$ cat src/rtl/snake_game_sequencer.sv
// snake_game_sequencer
//   Game-flow controller for the snake game. It generates the movement tick
//   and sequences each step through the movement and food-placement blocks
//   using req/ack handshakes. It also keeps the 4-digit BCD score and speeds
//   up the step period as food is eaten.
//
// Ports
//   clk         system clock
//   reset       asynchronous, active-low reset
//   start       raw start/restart button level (asynchronous to clk)
//   pause       while high, the tick counter holds its value
//   move_req    request one snake step       / move_ack  step done
//   collision   from the snake block, sampled while move_ack is high
//   food_eaten  from the snake block, sampled while move_ack is high
//   grow        one-cycle pulse: lengthen the snake
//   food_req    request a new food position  / food_ack  food placed
//   game_clear  one-cycle pulse: reinitialise the snake and food blocks
//   score       4-digit BCD score, digit 3 in [15:12]
//   game_over   high in the OVER state
//   state       current FSM state (debug)
module snake_game_sequencer #(
  parameter int unsigned TICK_DIV      = 12500000,
  parameter int unsigned TICK_STEP     = 1000000,
  parameter int unsigned TICK_MIN      = 4000000,
  parameter int unsigned SPEEDUP_EVERY = 4
) (
  input  logic        clk,
  input  logic        reset,
  input  logic        start,
  input  logic        pause,
  output logic        move_req,
  input  logic        move_ack,
  input  logic        collision,
  input  logic        food_eaten,
  output logic        grow,
  output logic        food_req,
  input  logic        food_ack,
  output logic        game_clear,
  output logic [15:0] score,
  output logic        game_over,
  output logic [2:0]  state
);

  localparam int unsigned    CW        = $clog2(TICK_DIV + 1);
  localparam logic [CW-1:0]  DIV_P     = CW'(TICK_DIV);
  localparam logic [CW-1:0]  MIN_P     = CW'(TICK_MIN);
  localparam logic [3:0]     SPEEDUP_P = 4'(SPEEDUP_EVERY);

  typedef enum logic [2:0] {
    IDLE      = 3'd0,
    WAIT_TICK = 3'd1,
    MOVE      = 3'd2,
    CHECK     = 3'd3,
    FOOD      = 3'd4,
    OVER      = 3'd5
  } state_t;

  state_t        state_q;
  state_t        state_d;

  logic          s1;
  logic          s2;
  logic          s3;
  logic          start_edge;

  logic [CW-1:0] tick_cnt;
  logic [CW-1:0] period;
  logic [CW-1:0] period_next;
  logic [31:0]   period_w;
  logic          tick_done;
  logic [3:0]    food_cnt;
  logic          col_l;
  logic          food_l;
  logic          game_clear_q;
  logic [15:0]   score_q;
  logic          restart;

  // BCD increment with per-digit wrap; 9999 saturates.
  function automatic logic [15:0] bcd_inc(input logic [15:0] v);
    logic [15:0] r;
    logic        carry;
    r     = v;
    carry = 1'b1;
    if (v == 16'h9999) begin
      return v;
    end
    for (int unsigned i = 0; i < 4; i++) begin
      if (carry) begin
        if (r[i*4 +: 4] == 4'd9) begin
          r[i*4 +: 4] = 4'd0;
        end else begin
          r[i*4 +: 4] = r[i*4 +: 4] + 4'd1;
          carry       = 1'b0;
        end
      end
    end
    return r;
  endfunction

  // Start button: 2-flop synchroniser plus one history flop.
  always_ff @(posedge clk or negedge reset) begin
    if (!reset) begin
      s1 <= 1'b0;
      s2 <= 1'b0;
      s3 <= 1'b0;
    end else begin
      s1 <= start;
      s2 <= s1;
      s3 <= s2;
    end
  end

  assign start_edge = s2 & ~s3;
  assign restart    = start_edge & ((state_q == IDLE) || (state_q == OVER));
  assign tick_done  = (state_q == WAIT_TICK) && !pause && (tick_cnt == period - CW'(1));

  // Comparisons run at 32 bits so the floor check happens before any
  // subtraction and cannot wrap.
  assign period_w = 32'(period);
  always_comb begin
    if ((period_w > TICK_MIN) && ((period_w - TICK_MIN) > TICK_STEP)) begin
      period_next = CW'(period_w - TICK_STEP);
    end else begin
      period_next = MIN_P;
    end
  end

  // State register
  always_ff @(posedge clk or negedge reset) begin
    if (!reset) begin
      state_q <= IDLE;
    end else begin
      state_q <= state_d;
    end
  end

  // Next-state logic
  always_comb begin
    state_d = state_q;
    case (state_q)
      IDLE, OVER: if (start_edge) state_d = FOOD;
      WAIT_TICK:  if (tick_done)  state_d = MOVE;
      MOVE:       if (move_ack)   state_d = CHECK;
      CHECK: begin
        if (col_l) begin
          state_d = OVER;
        end else if (food_l) begin
          state_d = FOOD;
        end else begin
          state_d = WAIT_TICK;
        end
      end
      FOOD:       if (food_ack)   state_d = WAIT_TICK;
      default:    state_d = IDLE;
    endcase
  end

  // Output logic
  always_comb begin
    move_req  = 1'b0;
    food_req  = 1'b0;
    game_over = 1'b0;
    grow      = 1'b0;
    case (state_q)
      MOVE:    move_req  = 1'b1;
      FOOD:    food_req  = 1'b1;
      OVER:    game_over = 1'b1;
      CHECK:   grow      = food_l & ~col_l;
      default: ;
    endcase
  end

  assign game_clear = game_clear_q;
  assign score      = score_q;
  assign state      = state_q;

  // Datapath: tick counter, period, food count, latched flags, score.
  always_ff @(posedge clk or negedge reset) begin
    if (!reset) begin
      tick_cnt     <= '0;
      period       <= DIV_P;
      food_cnt     <= '0;
      col_l        <= 1'b0;
      food_l       <= 1'b0;
      game_clear_q <= 1'b0;
      score_q      <= '0;
    end else begin
      game_clear_q <= restart;
      if (restart) begin
        tick_cnt <= '0;
        period   <= DIV_P;
        food_cnt <= '0;
        col_l    <= 1'b0;
        food_l   <= 1'b0;
        score_q  <= '0;
      end
      if ((state_q == WAIT_TICK) && !pause) begin
        tick_cnt <= tick_done ? '0 : tick_cnt + CW'(1);
      end
      if ((state_q == MOVE) && move_ack) begin
        col_l  <= collision;
        food_l <= food_eaten;
      end
      if (grow) begin
        score_q <= bcd_inc(score_q);
        if (food_cnt + 4'd1 >= SPEEDUP_P) begin
          food_cnt <= '0;
          period   <= period_next;
        end else begin
          food_cnt <= food_cnt + 4'd1;
        end
      end
    end
  end

endmodule

$ cat config.mk
export PLATFORM = sky130hd
export DESIGN_NAME = snake_game_sequencer
export DESIGN_NICKNAME = d
export VERILOG_FILES = /design/src/rtl/snake_game_sequencer.sv
export SDC_FILE = /design/constraint.sdc
export NUM_CORES = 1
export LEC_CHECK = 0
export CAP_MARGIN = 20
export CELL_PAD_IN_SITES_DETAIL_PLACEMENT = 1
export CELL_PAD_IN_SITES_GLOBAL_PLACEMENT = 1
export CORE_ASPECT_RATIO = 0.5
export CORE_MARGIN = 2
export CORE_UTILIZATION = 49
export DETAILED_ROUTE_END_ITERATION = 6
export GPL_TIMING_DRIVEN = 0
export HOLD_SLACK_MARGIN = 0.02
export PLACE_DENSITY_LB_ADDON = 0.1
export SYNTH_ARGS = -nofsm -noshare
export SYNTH_HDL_FRONTEND = slang
export SYNTH_SLANG_ARGS = --single-unit
$ cat constraint.sdc
create_clock -name clk -period 10.05 [get_ports clk]
set_clock_uncertainty 0.2 [all_clocks]
set_input_delay 2.01 -clock clk [delete_from_list [all_inputs] [get_ports clk]]
set_output_delay 2.01 -clock clk [all_outputs]
set_load 0.01 [all_outputs]
Word level (Yosys, flattened, before mapping):

Cells that the tools add are included.

* bitwise operators: 5
* add/subtract/negate cells: 9
* divide/modulo/power cells: 0
* shift-type cells: 0
* $lt $le $gt $ge: 3
* muxes and demuxes: 47
* reduce and logical (&&, ||, !) cells: 16
* eq/ne operators: 19
* multipliers: 0

Operator list (count)
* $mux 24: 7
* $mux 16: 3
* $mux 4: 10
* $gt 32x20->1 const B: 1
* $sub 24x22->25 const B: 1
* $add 24x1->24 const B: 1
* $eq 24x24->1: 1
* $gt 24x22->1 const B: 1
* $sub 24x1->24 const B: 1
* $sub 24x20->24 const B: 1
* $add 4x1->4 const B: 5
* $mux 1: 20
* $mux 3: 6
* $eq 16x16->1 const B: 1
* $eq 4x4->1 const B: 4
* $pmux 3 s5: 1
* $ne 3x1->1 const B: 3
* $reduce_and 3->1: 3
* $ne 2x2->1 const B: 4
* $eq 3x2->1 const B: 2
* $eq 3x3->1 const B: 2
* $reduce_bool 2->1: 3
* $ge 4x3->1 const B: 1
* $logic_and 1x1->1: 4
* 10 further kinds: 13

* memories: 0
* output and inout port bits: 24
* logic and storage cells: 113
* bits in read-only memories: 0
* bits of input ports: 8
* register bits: 77
* bits in writable memories: 0
* latch bits: 0

Logic depth before layout (Yosys ltp):

Gate-level depths: netlist of run 1.

* word-level depth: 15
* mapped depth: 13
* depth with buffers taken out: 10

Least setup slack after synthesis of run 1:

Ideal clock, no wire load.

* path kind: reg2out
* start point: register state_q[0], in the netlist state[0]
* end point: output grow
* slack: 6410 ps
* path buffers: 2
* arrival time: 1430 ps
* cell stages (with the launch flop): 6
* cell sequence: dfrtp_1 clkbuf_1 and3b_1 nand3_1 inv_1 clkbuf_1

* cells in the longest elaborated chain, start to end: 2

RTL lines
* start: declaration: line 58 `state_t state_q;`
* start signal: assignment: line 133 `state_q <= state_d;`
* $eq 3x2->1: line 164 `case (state_q)`
* $mux 1: line 164
* end: declaration: line 35 `output logic grow,`

Every way passes these cells.

Worst setup path in the final report of run 1:

Ends and elaborated chain as after synthesis.

==> impl_metrics.py, run 1 <==
metrics = {
    "run_status": {
        "status": "finished, final reports clean",
    },
    "finish": {
        "stdcell_count": 806,
        "mostFrequentLayoutCell": "nor2_1",
        "diodes": 0,
        "syn_to_final_growth_pct": 16.1,
        "most-common-layout-cells": "nor2_1, dfrtp_1, nand2_1, a31oi_1, clkbuf_1",
        "final_area_um2": 5960,
        "layout-drive-gt1-share": 0.0736,
        "final_nets": 683,
    },
    "power": {
        "power_frac_comb": 0.265,
        "p_sw_mw": 0.320,
        "seq_power_share": 0.376,
        "intPower_mw": 0.637,
        "clock_power_share": 0.359,
        "irDropWorstVdd_uv": 87.5,
        "power.leakage_nw": 2.42,
        "powerDensity_nw_per_um2": 161,
        "power_switching_share": 0.334,
    },
    "timing": {
        "timing.final.ws_setup_ps": 5120,
        "relSlewSlack": 0.443,
        "period_needed_ps": 4930,
        "hold_violations": 0,
        "setup_tns_ps": 0,
        "slew_viol_final": 0,
        "rsz0062_at_grt": "false",
        "tightestPinTransition_ps": 829,
        "fin_crit_sh": 0.490,
        "hold_ws_ps": 167,
        "setup_viol": 0,
        "fmax_mhz": 203,
    },
    "route": {
        "drc": 0,
        "route.vias.total": 4936,
        "drt_iter0_drc": 263,
        "via_per_inst": 6.12,
        "wl_mm": 15.7,
        "post_drt_wl_per_cell_um": 19.5,
        "ant_nets": 0,
        "drt_pass1_iterations": 4,
    },
    "die": {
        "placementRows": 26,
        "coreArea_um2": 10200,
        "die_w_um": 149,
        "die_h_um": 76.3,
        "start_util": 0.504,
        "die-area_um2": 11400,
        "io_pins": 32,
    },
    "global_routing": {
        "grt_max_degree": 57,
        "grt_usage": 0.297,
        "grt_pass1_wl_mm": 26.5,
        "antenna_found_initial": 0,
        "first_global_vias": 5171,
        "overflow": 0,
    },
    "clock_network": {
        "cts_buffers": 9,
        "clock-root-buffer": "clkbuf_16",
        "cts_hold_buf": 0,
        "clock-sinks": 77,
        "ctsLongestPathBuffers": 2,
        "cts_tree": "built",
        "htreeDepth": 3,
        "insertion_delay_ps": 340,
        "cts_resized": 0,
        "post_cts_buffers": 0,
        "clkTransAtPathRegs_ps": 70,
    },
    "yosys": {
        "synth_nets": 639,
        "synth-async-reset-ratio": 1.00,
        "synthCells": 617,
        "synth_ff_type": "dfrtp_1",
        "synth_edf_count": 0,
        "synth_area_um2": 5130,
        "ys_seq_area_frac": 0.379,
        "syn_avg_cell_area_um2": 8.31,
        "synth_cell_type_count": 61,
        "ys_ff_latch": 77,
        "ys_warn_count": 0,
    },
    "critical_path": {
        "crit_required_ps": 7840,
        "startpoint_type": "register",
        "critPathMaxFanout": 10,
        "critPathCaptureType": "primary output",
        "critical_path_arrival_ps": 2720,
        "path_class": "register to primary output",
    },
    "run": {
        "cap_violations": 0,
    },
    "hold_path": {
        "hold_path.class": "register to register",
    },
    "place": {
        "dpl_worst_slack_ps": 5510,
        "placed_cells": 790,
        "postPlaceCellArea_um2": 5640,
        "gp_congestion": 0.845,
        "portBuffers": 31,
        "hpwl_mm": 11.3,
    },
}
[path summary, 6_finish.rpt]
kind                                       from                  endpoint  slack (ps)  cells past startpoint
min reg2reg                        s1$_DFF_PN0_              s2$_DFF_PN0_         170                      0
max reg2reg                 period[6]$_DFF_PN0_      state[1]$_DFFE_PN0P_        6060                      9
max                        state[0]$_DFFE_PN0P_                      grow        5120                      6
max in group asynchronous                 reset      period[11]$_DFF_PN1_        7650                      2
min                                s1$_DFF_PN0_              s2$_DFF_PN0_         170                      0
min in group asynchronous                 reset  tick_cnt[15]$_DFFE_PN0P_        1360                      1
[worst max-delay path, cell delays in order, from the launching register on]
cell and delay (ps):
dfrtp_1 340, clkbuf_1 300, and3b_1 250, nand3_1 230
inv_1 190, clkbuf_1 430, clkdlybuf4s50_1 630
[flip-flops by register name, indices dropped and copies added (netlist names)]
| signal | cells |
|---|---|
| state | 3 |
| food_l | 1 |
| game_clear | 1 |
| s2 | 1 |
| s1 | 1 |
| food_cnt | 4 |
| tick_cnt | 24 |
| s3 | 1 |
| period | 24 |
| score | 16 |
| col_l | 1 |
[cells by family (layout without fill, tap and decap cells)]
| family | count (synthesis) | count (layout) | synth area share |
|---|---|---|---|
| buffers and inverters | 59 | 108 | 0.0478 |
| xor gates and xnor gates | 39 | 39 | 0.0666 |
| and+or+nand+nor | 281 | 281 | 0.285 |
| DFF | 77 | 77 | 0.379 |
| AOI/OAI and AO/OA | 147 | 147 | 0.188 |
| adders and majority gates | 14 | 14 | 0.0342 |
[per-stage QoR]
step                      power [mW]   util
final                          0.957  0.585
after global routing            1.01  0.585
after CTS                      0.961  0.585
after detailed placement       0.614  0.554
after global placement         0.605  0.551
after floorplan                0.518      -
[power by group through the flow]
stage                     Sequential, mW  Combinational [mW]  Clock [mW]
after CTS                          0.359               0.252       0.349
final                              0.359               0.254       0.344
after detailed placement           0.364               0.250           0
after floorplan                    0.364               0.154           0
after global placement             0.363               0.242           0
after global routing               0.362               0.280       0.363
[area by class of cell]
| cell class | count | area, µm² |
|---|---|---|
| fill | 1232 | 4230 |
| multi-input combinational | 481 | 2940 |
| sequential | 77 | 1940 |
| timing repair buffer | 33 | 340 |
| clock buffer | 12 | 256 |
| buffer | 41 | 178 |
| tap | 140 | 175 |
| inverter | 18 | 67.6 |
| clock inverter | 4 | 55.1 |
[layer usage]
metal | vias to the layer above | track usage | wire, µm | part of all wire
li1 | 2352 | - | - | -
met3 | 17 | 0.0689 | 583 | 0.037
met5 | - | 0 | 0 | 0
met4 | 0 | 0.0810 | 170 | 0.011
met1 | 2477 | 0.384 | 7350 | 0.47
met2 | 90 | 0.501 | 7640 | 0.49
[Yosys cell counts, drive strengths merged, types with 4 or more instances]
master | number | area share
ha | 14 | 0.034
nand2 | 61 | 0.045
o211ai | 4 | 0.0059
and2 | 4 | 0.0049
nor4 | 18 | 0.023
nand2b | 7 | 0.0085
clkbuf | 31 | 0.023
o21ai | 28 | 0.027
a211oi | 8 | 0.012
or2 | 4 | 0.0049
or4 | 9 | 0.014
and3 | 20 | 0.024
nor3 | 16 | 0.016
dfstp | 12 | 0.061
inv | 18 | 0.013
o31a | 4 | 0.0068
dfrtp | 65 | 0.32
nand3b | 10 | 0.015
or3 | 9 | 0.012
nand3 | 23 | 0.022
and3b | 5 | 0.0085
nor2b | 6 | 0.0073
a21oi | 21 | 0.020
nand4 | 13 | 0.016
a31oi | 45 | 0.055
buf | 10 | 0.012
xor2 | 20 | 0.034
nor2 | 68 | 0.050
o31ai | 6 | 0.0088
xnor2 | 19 | 0.032
Note: power is estimated with default switching activity, not from simulation.
==> run 2: changes to the inputs <==
CORE_UTILIZATION = 46   (was 49)
clock period = 5.09 ns   (was 10.05 ns; I/O delays follow)
==> run 2 against run 1 <==
Effect of this change: sequential cell count is the same; global-route usage shrank 3.0 points; largest power group unchanged; wire length shrank 2.4%; clock-buffer cell count shrank 3; critical endpoint is now tick_cnt[10]$_DFFE_PN0P_.
==> impl_metrics.py, run 2 (same netlist as run 1, synthesis figures left out) <==
metrics = {
    "power": {
        "p_sw_mw": 0.646,
        "fin_total_pwr_mw": 1.88,
        "clock_power_share": 0.358,
        "power_frac_comb": 0.264,
        "powerDensity_nw_per_um2": 316,
        "power.leakage_nw": 2.43,
        "irDropWorstVdd_uv": 203,
        "seq_power_share": 0.377,
        "intPower_mw": 1.24,
        "power_switching_share": 0.343,
    },
    "place": {
        "placed_cells": 795,
        "portBuffers": 31,
        "dpl_worst_slack_ps": 1030,
        "hpwl_mm": 11.4,
        "gp_congestion": 0.823,
    },
    "critical_path": {
        "path_class": "register to register",
        "reg2reg_from": "period[6]$_DFF_PN0_",
        "crit_required_ps": 5080,
        "critPathCaptureType": "register",
        "crit_path_top_delay_cell": "nor4_1",
        "startpoint": "period[6]$_DFF_PN0_",
        "startpoint_type": "register",
        "critical_path_arrival_ps": 4090,
        "cp_slowest_stage_delay_ps": 820,
        "rrSetupSlack_ps": 990,
        "crit_chain": "clkbuf_1, nor4_1, nand4_1, or3_4, nor4_2, a311oi_1, or4_1, buf_2, buf_2, a31oi_1, a31oi_1",
        "critPathMaxFanout": 10,
    },
    "global_routing": {
        "grt_pass1_wl_mm": 25.5,
        "antenna_found_initial": 0,
        "first_global_vias": 4967,
        "overflow": 0,
        "grt_max_degree": 57,
        "grt_usage": 0.267,
    },
    "route": {
        "post_drt_wl_per_cell_um": 18.9,
        "drt_iter0_drc": 178,
        "wl_mm": 15.4,
        "ant_nets": 0,
        "drc": 0,
        "drt_pass1_iterations": 4,
        "via_per_inst": 6.06,
        "route.vias.total": 4916,
    },
    "die": {
        "placementRows": 27,
        "start_util": 0.470,
        "die_w_um": 153,
        "die_h_um": 78.7,
        "coreArea_um2": 10900,
        "io_pins": 32,
        "die-area_um2": 12100,
    },
    "timing": {
        "fmax_mhz": 244,
        "period_needed_ps": 4100,
        "tightestPinTransition_ps": 885,
        "setup_viol": 0,
        "slew_viol_final": 0,
        "relSlewSlack": 0.405,
        "rsz0062_at_grt": "false",
        "fin_crit_sh": 0.806,
        "timing.final.ws_setup_ps": 989,
        "hold_violations": 0,
    },
    "finish": {
        "final_nets": 683,
        "layout-drive-gt1-share": 0.0751,
        "nFillCells": 1319,
        "mostFrequentLayoutCell": "nor2_1",
        "diodes": 0,
        "most-common-layout-cells": "nor2_1, dfrtp_1, nand2_1, a31oi_1, clkbuf_1",
        "stdcell_count": 811,
        "final_util": 0.546,
        "syn_to_final_growth_pct": 16.2,
    },
    "run_status": {
        "status": "finished, final reports clean",
    },
    "hold_path": {
        "hold_path.class": "register to register",
        "hold_start": "s1$_DFF_PN0_",
    },
    "clock_network": {
        "cts_hold_buf": 0,
        "clkTransAtPathRegs_ps": 70,
        "ctsLongestPathBuffers": 2,
        "insertion_delay_ps": 350,
        "cts_resized": 0,
        "clock-sinks": 77,
        "clock-root-buffer": "clkbuf_16",
        "cts_buffers": 9,
        "post_cts_buffers": 0,
        "cts_tree": "built",
        "htreeDepth": 3,
    },
    "run": {
        "cap_violations": 0,
    },
}
==> run 2: cell count changes in the layout (fill, tap and decap cells not counted) <==
cell | previous run | this run
clkinv_4 | 1 | 2
inv_8 | 0 | 1
clkbuf_8 | 2 | 0
inv_6 | 1 | 2
clkinvlp_4 | 1 | 0
clkinv_2 | 0 | 1
clkbuf_1 | 32 | 31
==> run 2: metrics by stage <==
step | setup TNS, ps | hold WS, ps | instance area, µm²
2_1_floorplan | 0 | 131 | 5130
3_3_place_gp | -6380 | 135 | 5620
3_5_place_dp | 0 | 163 | 5650
4_1_cts | 0 | 179 | 5960
5_1_grt | 0 | 178 | 5960
6_report | 0 | 172 | 5960
==> run 2: path summary, 6_finish.rpt <==
kind | depth (start not counted) | to
max in group asynchronous | 2 | period[12]$_DFF_PN1_
min | 0 | s2$_DFF_PN0_
max | 11 | tick_cnt[10]$_DFFE_PN0P_
min reg2reg | 0 | s2$_DFF_PN0_
max reg2reg | 11 | tick_cnt[10]$_DFFE_PN0P_
min in group asynchronous | 1 | tick_cnt[4]$_DFFE_PN0P_
==> run 2: layer usage <==
layer / global-route usage / wire length [µm]
met1: 0.365 / 7190
met2: 0.448 / 7140
met3: 0.0502 / 954
met4: 0.0491 / 77
met5: 0 / 0
==> run 2: power groups by stage <==
stage                     logic, mW  registers [mW]  clock network (mW)
final                         0.497           0.710               0.674
after CTS                     0.497           0.709               0.683
after floorplan               0.305           0.718                   0
after global routing          0.547           0.716               0.713
after global placement        0.482           0.718                   0
after detailed placement      0.493           0.720                   0
==> run 2: area by class of cell <==
| type | count | area, µm² | share of cell area |
|---|---|---|---|
| multi-input combinational | 481 | 2940 | 0.494 |
| sequential | 77 | 1940 | 0.326 |
| timing repair buffer | 33 | 340 | 0.0571 |
| clock buffer | 9 | 225 | 0.0378 |
| tap | 145 | 181 | 0.0305 |
| buffer | 41 | 178 | 0.0298 |
| clock inverter | 7 | 81.3 | 0.0137 |
| inverter | 18 | 67.6 | 0.0113 |
==> run 2: critical path: cells and delay by family (launching register included) <==
kind / cells / cell delay [ps]
compound gates: 3 / 380
simple gates: 5 / 2360
flops: 1 / 380
buf+inv: 3 / 620
==> run 3: changes to the inputs <==
CORE_UTILIZATION = 41   (was 46)
clock period = 3.5 ns   (was 5.09 ns; I/O delays follow)
==> run 3 against run 2 <==
Effect of this change: the flow now finishes with violations (setup timing); cell count increased by 2.6%; non-clock buffer count is 1 higher; first-iteration DRC count grew 24%; clock power is 54% higher; maximum frequency up 17%; core utilization decreased by 1.3 points; combinational power is 52% higher; critical path depth shrank 3; die area increased by 12%; total power up 51%; wire length up 5.8%; sequential cell count unchanged; largest cell class unchanged; largest power group unchanged.
==> impl_metrics.py, run 3 (same netlist as run 1, synthesis figures left out) <==
metrics = {
    "die": {
        "io_pins": 32,
        "die_w_um": 162,
        "die_h_um": 83.1,
        "coreArea_um2": 12000,
        "placementRows": 28,
        "die-area_um2": 13500,
        "start_util": 0.427,
    },
    "critical_path": {
        "critical_path_arrival_ps": 3580,
        "path_class": "register to register",
        "critPathCaptureType": "register",
        "startpoint_type": "register",
        "crit_required_ps": 3570,
        "critPathMaxFanout": 5,
    },
    "clock_network": {
        "clock-sinks": 77,
        "clkTransAtPathRegs_ps": 60,
        "clock-root-buffer": "clkbuf_16",
        "insertion_delay_ps": 350,
        "ctsLongestPathBuffers": 2,
        "htreeDepth": 3,
        "cts_buffers": 9,
        "cts_hold_buf": 0,
        "cts_tree": "built",
    },
    "global_routing": {
        "grt_usage": 0.247,
        "grt_pass1_wl_mm": 26.5,
        "antenna_found_initial": 0,
        "grt_max_degree": 57,
        "overflow": 0,
        "first_global_vias": 5017,
    },
    "route": {
        "wl_mm": 16.3,
        "ant_nets": 0,
        "post_drt_wl_per_cell_um": 19.5,
        "route.vias.total": 4988,
        "drt_iter0_drc": 221,
        "drc": 0,
        "via_per_inst": 6.00,
        "drt_pass1_iterations": 4,
    },
    "finish": {
        "most-common-layout-cells": "nor2_1, dfrtp_1, nand2_1, a31oi_1, clkdlybuf4s50_1",
        "mostFrequentLayoutCell": "nor2_1",
        "diodes": 0,
        "syn_to_final_growth_pct": 24.8,
        "layout-drive-gt1-share": 0.145,
        "final_nets": 684,
    },
    "timing": {
        "hold_violations": 0,
        "setup_viol": 3,
        "fin_crit_sh": 1.00,
        "slew_viol_final": 0,
        "fmax_mhz": 285,
        "timing.final.ws_setup_ps": -6.40,
        "period_needed_ps": 3510,
        "setup_tns_ps": -18.0,
        "hold_ws_ps": 51.4,
        "relSlewSlack": 0.416,
        "tightestPinTransition_ps": 875,
        "rsz0062_at_grt": "true",
    },
    "run_status": {
        "violations": "setup timing",
        "status": "finished with violations",
    },
    "run": {
        "cap_violations": 0,
    },
    "power": {
        "powerDensity_nw_per_um2": 444,
        "power.leakage_nw": 2.56,
        "irDropWorstVdd_uv": 283,
    },
    "place": {
        "hpwl_mm": 11.4,
        "portBuffers": 31,
        "dpl_worst_slack_ps": -431,
        "gp_congestion": 0.849,
    },
    "hold_path": {
        "hold_path.class": "input pin to async pin",
    },
}
run 3: changes by cell type in the layout (fill, tap and decap cells not counted), sizes merged:
cell      change
clkinvlp      +1
clkbuf        -4
clkinv        -2
inv           -1
bufinv        +1
buf           +6
run 3: per-stage QoR:
stage                     power [mW]   util  area (µm²)  cells
after CTS                       2.83  0.512        6150    834
final                           2.84  0.533        6400    832
after global placement          1.75  0.470        5650    813
after floorplan                 1.49      -        5130    617
after detailed placement        1.77  0.473        5680    815
after global routing            3.00  0.533        6400    832
run 3: where the power goes:
group          total [mW]  internal, mW  switching, mW
Clock                1.04         0.632          0.413
Sequential           1.04         0.968         0.0762
Combinational       0.755         0.278          0.477
run 3: per-layer routing:
metal | share of wire | track usage | vias to the layer above
met1 | 0.49 | 0.356 | 2520
li1 | - | - | 2357
met5 | 0 | 0 | -
met4 | 0.0087 | 0.0507 | 0
met2 | 0.46 | 0.386 | 97
met3 | 0.041 | 0.0475 | 14
run 3: path summary, 6_finish.rpt:
kind                            depth (start not counted)  slack [ps]                       end            startpoint
worst max-delay path                                    8          -6      state[1]$_DFFE_PN0P_  period[15]$_DFF_PN1_
worst min-delay path                                    1          50  tick_cnt[17]$_DFFE_PN0P_                 reset
worst max register to register                          8          -6      state[1]$_DFFE_PN0P_  period[15]$_DFF_PN1_
worst min register to register                          0         160              s2$_DFF_PN0_          s1$_DFF_PN0_
max in group asynchronous                               2        2400      period[12]$_DFF_PN1_                 reset
min in group clk                                        0         160              s2$_DFF_PN0_          s1$_DFF_PN0_
run 3: timing repair:
action / CTS / global route
endpoints found under the setup margin: 35 / 41
gates resized for setup: 25 / 43
pin swaps: 8 / 7
buffers inserted: 5 / 1
cloned: 2 / 1
run 3: layout make-up:
| type | instances | area (µm²) |
|---|---|---|
| plain buffers | 33 | 183 |
| clock buffers | 10 | 229 |
| clock inverters | 6 | 93.8 |
| fillers | 1418 | 5610 |
| inverters | 18 | 67.6 |
| multi-input cells | 481 | 3210 |
| flip-flops and latches | 77 | 1940 |
| well taps | 165 | 206 |
| repair buffers | 42 | 465 |
run 3: worst max-delay path, stage by stage (launching register included):
cell and delay (ps):
dfstp_2 380, or4_4 560, or4_1 410, or3_4 410, nor3_1 280, a311oi_2 80
or4_4 580, or3_1 390, a21oi_1 130
